$ cat src/rtl/ekf_stage_sched.sv
// ekf_stage_sched: turns odometry events and landmark observations into
// one-hot PRD/NEW/UPD stage requests, one outstanding stage at a time.
//
// state     | meaning
// ----------+-----------------------------------------------------------
// IDLE      | pick next stage: pending odometry first, then FIFO head
// ISSUE     | stage chosen, waiting for controller READY to send it
// WAIT_BUSY | request sent, waiting for controller to leave READY
// WAIT_DONE | controller busy, waiting for READY to close the stage
module ekf_stage_sched #(
  parameter int ROW_LEN      = 10,
  parameter int MAX_LANDMARK = 500,
  parameter int FIFO_DEPTH   = 4
) (
  input  logic               clk,
  input  logic               sys_rst,
  input  logic               odom_val,
  output logic               odom_rdy,
  input  logic               obs_val,
  output logic               obs_rdy,
  input  logic [ROW_LEN-1:0] obs_id,
  input  logic [2:0]         stage_rdy,
  output logic [2:0]         stage_val,
  output logic [ROW_LEN-1:0] landmark_num,
  output logic [ROW_LEN-1:0] lm_id,
  output logic               sched_busy,
  output logic               stage_done,
  output logic               obs_drop
);

  localparam int AW = $clog2(FIFO_DEPTH);
  localparam logic [AW:0]        DEPTH_C  = (AW+1)'(FIFO_DEPTH);
  localparam logic [ROW_LEN-1:0] MAX_LM   = ROW_LEN'(MAX_LANDMARK);
  localparam logic [2:0]         CODE_PRD = 3'b001;
  localparam logic [2:0]         CODE_NEW = 3'b010;
  localparam logic [2:0]         CODE_UPD = 3'b100;
  localparam logic [2:0]         RDY_ALL  = 3'b111;

  typedef enum logic [1:0] {IDLE, ISSUE, WAIT_BUSY, WAIT_DONE} state_t;

  state_t state, state_nxt;

  logic [ROW_LEN-1:0] fifo_mem [FIFO_DEPTH];
  logic [AW-1:0]      wr_ptr, rd_ptr;
  logic [AW:0]        count;
  logic               fifo_empty;
  logic [ROW_LEN-1:0] head;
  logic               push, pop;

  logic               odom_pend;
  logic [2:0]         cur_code;

  logic               load_sel;
  logic [2:0]         sel_code;
  logic [ROW_LEN-1:0] sel_id;
  logic               drop;
  logic               issue_fire;
  logic               done_fire;

  assign fifo_empty = (count == '0);
  assign head       = fifo_mem[rd_ptr];
  assign obs_rdy    = (count != DEPTH_C);
  assign push       = obs_val & obs_rdy;
  assign odom_rdy   = !odom_pend;
  assign sched_busy = (state != IDLE);

  // Next-state decode and the strobes that drive the register updates.
  always_comb begin
    state_nxt  = state;
    load_sel   = 1'b0;
    sel_code   = 3'b000;
    sel_id     = '0;
    pop        = 1'b0;
    drop       = 1'b0;
    issue_fire = 1'b0;
    done_fire  = 1'b0;
    case (state)
      IDLE: begin
        if (odom_pend) begin
          load_sel  = 1'b1;
          sel_code  = CODE_PRD;
          state_nxt = ISSUE;
        end else if (!fifo_empty) begin
          pop = 1'b1;
          if (head < landmark_num) begin
            load_sel  = 1'b1;
            sel_code  = CODE_UPD;
            sel_id    = head;
            state_nxt = ISSUE;
          end else if ((head == landmark_num) && (landmark_num < MAX_LM)) begin
            load_sel  = 1'b1;
            sel_code  = CODE_NEW;
            sel_id    = head;
            state_nxt = ISSUE;
          end else begin
            // Unknown id or table full: discard the observation.
            drop = 1'b1;
          end
        end
      end
      ISSUE: begin
        if (stage_rdy == RDY_ALL) begin
          issue_fire = 1'b1;
          state_nxt  = WAIT_BUSY;
        end
      end
      WAIT_BUSY: begin
        if (stage_rdy != RDY_ALL) state_nxt = WAIT_DONE;
      end
      WAIT_DONE: begin
        if (stage_rdy == RDY_ALL) begin
          done_fire = 1'b1;
          state_nxt = IDLE;
        end
      end
      default: state_nxt = IDLE;
    endcase
  end

  // State register, registered outputs, odometry flag and landmark count.
  always_ff @(posedge clk) begin
    if (sys_rst) begin
      state        <= IDLE;
      stage_val    <= 3'b000;
      stage_done   <= 1'b0;
      obs_drop     <= 1'b0;
      lm_id        <= '0;
      cur_code     <= 3'b000;
      odom_pend    <= 1'b0;
      landmark_num <= '0;
    end else begin
      state      <= state_nxt;
      stage_val  <= issue_fire ? cur_code : 3'b000;
      stage_done <= done_fire;
      obs_drop   <= drop;
      if (load_sel) begin
        cur_code <= sel_code;
        lm_id    <= sel_id;
      end
      if (issue_fire && (cur_code == CODE_PRD)) odom_pend <= 1'b0;
      else if (odom_val && !odom_pend)          odom_pend <= 1'b1;
      // Count only grows on a completed NEW; it saturates rather than wraps.
      if (done_fire && (cur_code == CODE_NEW) && (landmark_num < MAX_LM))
        landmark_num <= landmark_num + ROW_LEN'(1);
    end
  end

  // Observation FIFO pointers and occupancy.
  always_ff @(posedge clk) begin
    if (sys_rst) begin
      wr_ptr <= '0;
      rd_ptr <= '0;
      count  <= '0;
    end else begin
      if (push) wr_ptr <= wr_ptr + AW'(1);
      if (pop)  rd_ptr <= rd_ptr + AW'(1);
      if (push && !pop)      count <= count + (AW+1)'(1);
      else if (!push && pop) count <= count - (AW+1)'(1);
    end
  end

  // Observation storage; contents are don't-care until written.
  always_ff @(posedge clk) begin
    if (push) fifo_mem[wr_ptr] <= obs_id;
  end

endmodule

$ cat config.mk
export PLATFORM = sky130hd
export DESIGN_NAME = ekf_stage_sched
export DESIGN_NICKNAME = d
export VERILOG_FILES = /design/src/rtl/ekf_stage_sched.sv
export SDC_FILE = /design/constraint.sdc
export NUM_CORES = 1
export LEC_CHECK = 0
export ABC_AREA = 0
export BUFFER_PORTS_ARGS = -buffer_cell sky130_fd_sc_hd__buf_4
export CAP_MARGIN = 20
export CORE_AREA = 3 3 112 114
export DETAILED_ROUTE_END_ITERATION = 12
export DIE_AREA = 0 0 115 117
export MAX_ROUTING_LAYER = met4
export PLACE_DENSITY = 0.57
export SLEW_MARGIN = 0
export SYNTH_ARGS = -nofsm -noshare
export SYNTH_HDL_FRONTEND = slang
export SYNTH_SLANG_ARGS = --single-unit
$ cat constraint.sdc
create_clock -name clk -period 2.9 [get_ports clk]
set_clock_uncertainty 0.05 [all_clocks]
set_input_delay 0.58 -clock clk [delete_from_list [all_inputs] [get_ports clk]]
set_output_delay 0.58 -clock clk [all_outputs]
set_load 0.01 [all_outputs]
==> reports/metrics.cfg <==
[final_layout]
layout-drive-gt1-share_pct = 27.9
final_nets = 359
syn_to_final_growth_pct = 25.8
fin_area_um2 = 4370
regArea_um2 = 2000
fin_util_pct = 38.0
fillers = 1101
multiInputGateArea_um2 = 1380
n_antenna_cell = 0

[place]
dp_hpwl_um = 5070
port_buffers = 44
placed_area_um2 = 3990
post-place-ws_ns = -0.0190
gp_congestion = 0.700

[worst_setup_path]
ff2ff_path_depth = 9
path_class = flip-flop to flip-flop
cp.required_ns = 3.12
startpoint_type = flip-flop
endpoint_kind = flip-flop
cp.arrival_ns = 3.07
cp_max_fo = 10

[synth]
synth-adder-area-share_pct = 7.78
yosysTopAreaCellShare_pct = 34.6
ys_warn_count = 0
synthArstFlopShare_pct = 0
muxShareOfSynthArea_pct = 7.35
synth.distinct_cells = 45
synthCells = 266
synth.area.top_cells = edfxtp_1 (35%), dfxtp_1 (23%), ha_1 (7.2%)
yosysTopAreaCell = edfxtp_1
synth_seq_cells = 80
synth-xor-area-share_pct = 3.02
synth_compound_area_share_pct = 9.33
synth.cell_area_um2 = 3470
synth_edf_count = 40
avgSynthCellArea_um2 = 13.1
syn-num-nets = 304
synth_top_family_by_area = simple AND/OR/NAND/NOR gates
yosysSeqAreaShare_pct = 57.6
ys.flop_type = edfxtp_1
synthSimpleGateAreaFrac_pct = 11.1

[sta]
rsz0062_at_grt = true
hold_viol = 0
period_needed_ns = 2.85
report.final.slew_viol_count = 0
fmax_ghz = 0.351
setup_slack_ns = 0.0541
finalSetupViolations = 0
fin_crit_sh_pct = 98.1
hold_ws_ns = 0.395
worstMarginPinSlew_ns = 0.590
slew_headroom_pct = 60.7

[routing]
vias = 2217
wl_per_cell_um = 15.3
vias_per_cell = 4.73
drt-total-wl_um = 7170
dr.max_layer_used = met4
dr.pass1.iters = 4
wl_met3_um = 326
wl_met2_um = 3430
drc = 0
drt-met1-wl_um = 3360
drtIter0Drc = 186
detail-route-antenna-nets = 0

[cts]
cts_tree = done
numCtsBuffers = 9
clockRootBuffer = clkbuf_16
clk_latency_ns = 0.33
clkTransAtPathRegs_ns = 0.06
cts_max_path_buffers = 2
hold_buffers = 0
htree_levels = 3
clkSinkCount = 80

[pwr]
power_w = 0.00368
leakagePower_nw = 1.63
powerDensity_nw_per_um2 = 842
ir_worst_vdd_mv = 0.374

[global_route]
gr-total-overflow = 0
antenna_found_initial = 0
grt_pass1_wl_um = 11600
grt_pass1_vias = 2296
track_usage_pct = 11.7
grt_max_degree = 31

[die]
initial_core_util_pct = 30.2
core_um2 = 11500
die_y_um = 117
dieArea_um2 = 13500
rows = 39
ioPinCount = 45
fp.dieW_um = 115

[run]
drv_cap = 0

[status]
status = completed

[min_path]
holdPathStages = 1
hp-class = primary input to flip-flop

[placed cells by master, fill, tap and decap left out, drive strengths merged, types with 3 or more instances in the layout]
master   n
o21a     3
clkinv   3
nand3    4
dfxtp   40
nand2b   4
mux4    10
a32o    11
xnor2    9
xor2     3
nor3     6
clkbuf   9
nor2    25
nand2   11
inv     22
edfxtp  40
mux2i    3
buf     53
and3     4
a21oi   10
and2     6
nand4    6
ha      20
[timing repair]
| action | in CTS | in global routing |
|---|---|---|
| hold endpoints to repair | 0 | 0 |
| pin swaps | 1 | 0 |
| gates resized for setup | 2 | 5 |
| setup buffers | 1 | 1 |
| endpoints found under the setup margin | 10 | 13 |
| cloned | 1 | 0 |
[area by class of cell]
cell class                 instances  share of cell area [%]
inverter                          19                    1.63
sequential                        80                    45.8
clock inverter                     7                    2.00
timing repair buffer              53                    9.76
tap                              143                    4.09
multi-input combinational        158                    31.5
clock buffer                       9                    5.15
[stage by stage]
| step | std cells | TNS, ns |
|---|---|---|
| after floorplan | 266 | 0 |
| after CTS | 468 | 0 |
| after global placement | 450 | 0 |
| after global routing | 469 | -0.203 |
| final | 469 | 0 |
| after detailed placement | 450 | -0.150 |
[flip-flops by register name, summed over array words and instances (netlist names), 2 cells and up, named ones only]
signal and cells:
count 3, cur_code 3, fifo_mem 40, landmark_num 10, lm_id 10, rd_ptr 2
stage_val 3, state 2, wr_ptr 2
[synthesized netlist by cell type (all sizes together) (3+ instances only)]
| library cell | n |
|---|---|
| nand2 | 11 |
| nand4 | 6 |
| nor2 | 25 |
| inv | 19 |
| and3 | 4 |
| edfxtp | 40 |
| nand2b | 4 |
| xor2 | 3 |
| nand3 | 4 |
| nor3 | 6 |
| mux2i | 3 |
| o21a | 3 |
| a21oi | 10 |
| dfxtp | 40 |
| clkbuf | 6 |
| and2 | 6 |
| ha | 20 |
| xnor2 | 9 |
| mux4 | 10 |
| a32o | 11 |
| buf | 3 |
[critical path, cell delays in order (launching register included)]
cell and delay, ns:
dfxtp_2 0.34, buf_12 0.14, mux4_2 0.56, ha_4 0.29, nand4_1 0.13, or2_1 0.28
o221a_2 0.33, o41ai_4 0.32, buf_4 0.22, a32o_1 0.12
[path summary, 6_finish.rpt]
| check | start | slack (ns) | endpoint |
|---|---|---|---|
| max | flip-flop | 0.05 | lm_id[5] |
| min | obs_id[3] | 0.39 | fifo_mem[0][3] |
| max reg2reg | flip-flop | 0.05 | lm_id[5] |
| min reg2reg | lm_id[4] | 0.43 | lm_id[4] |
[per-layer routing]
layer  vias to the layer above  GRT usage [%]
li1                       1096              -
met1                      1073           14.5
met2                        42           18.2
met3                         6           3.39
met4                         0           4.23
met5                         -              -
[power by group]
part / internal, W / switching (W) / leakage (nW) / total [W]
Sequential: 0.00135 / 0.0000894 / 0.692 / 0.00144
Combinational: 0.000513 / 0.000566 / 0.785 / 0.00108
Clock: 0.000686 / 0.000477 / 0.154 / 0.00116
Total: 0.00255 / 0.00113 / 1.63 / 0.00368
[cells by family after synthesis]
group | count (synthesis)
fa+ha+maj | 21
flops | 80
mux | 13
simple gates | 75
buf+inv | 28
compound gates | 37
xor+xnor | 12
Note: power is estimated with default switching activity, not from simulation.
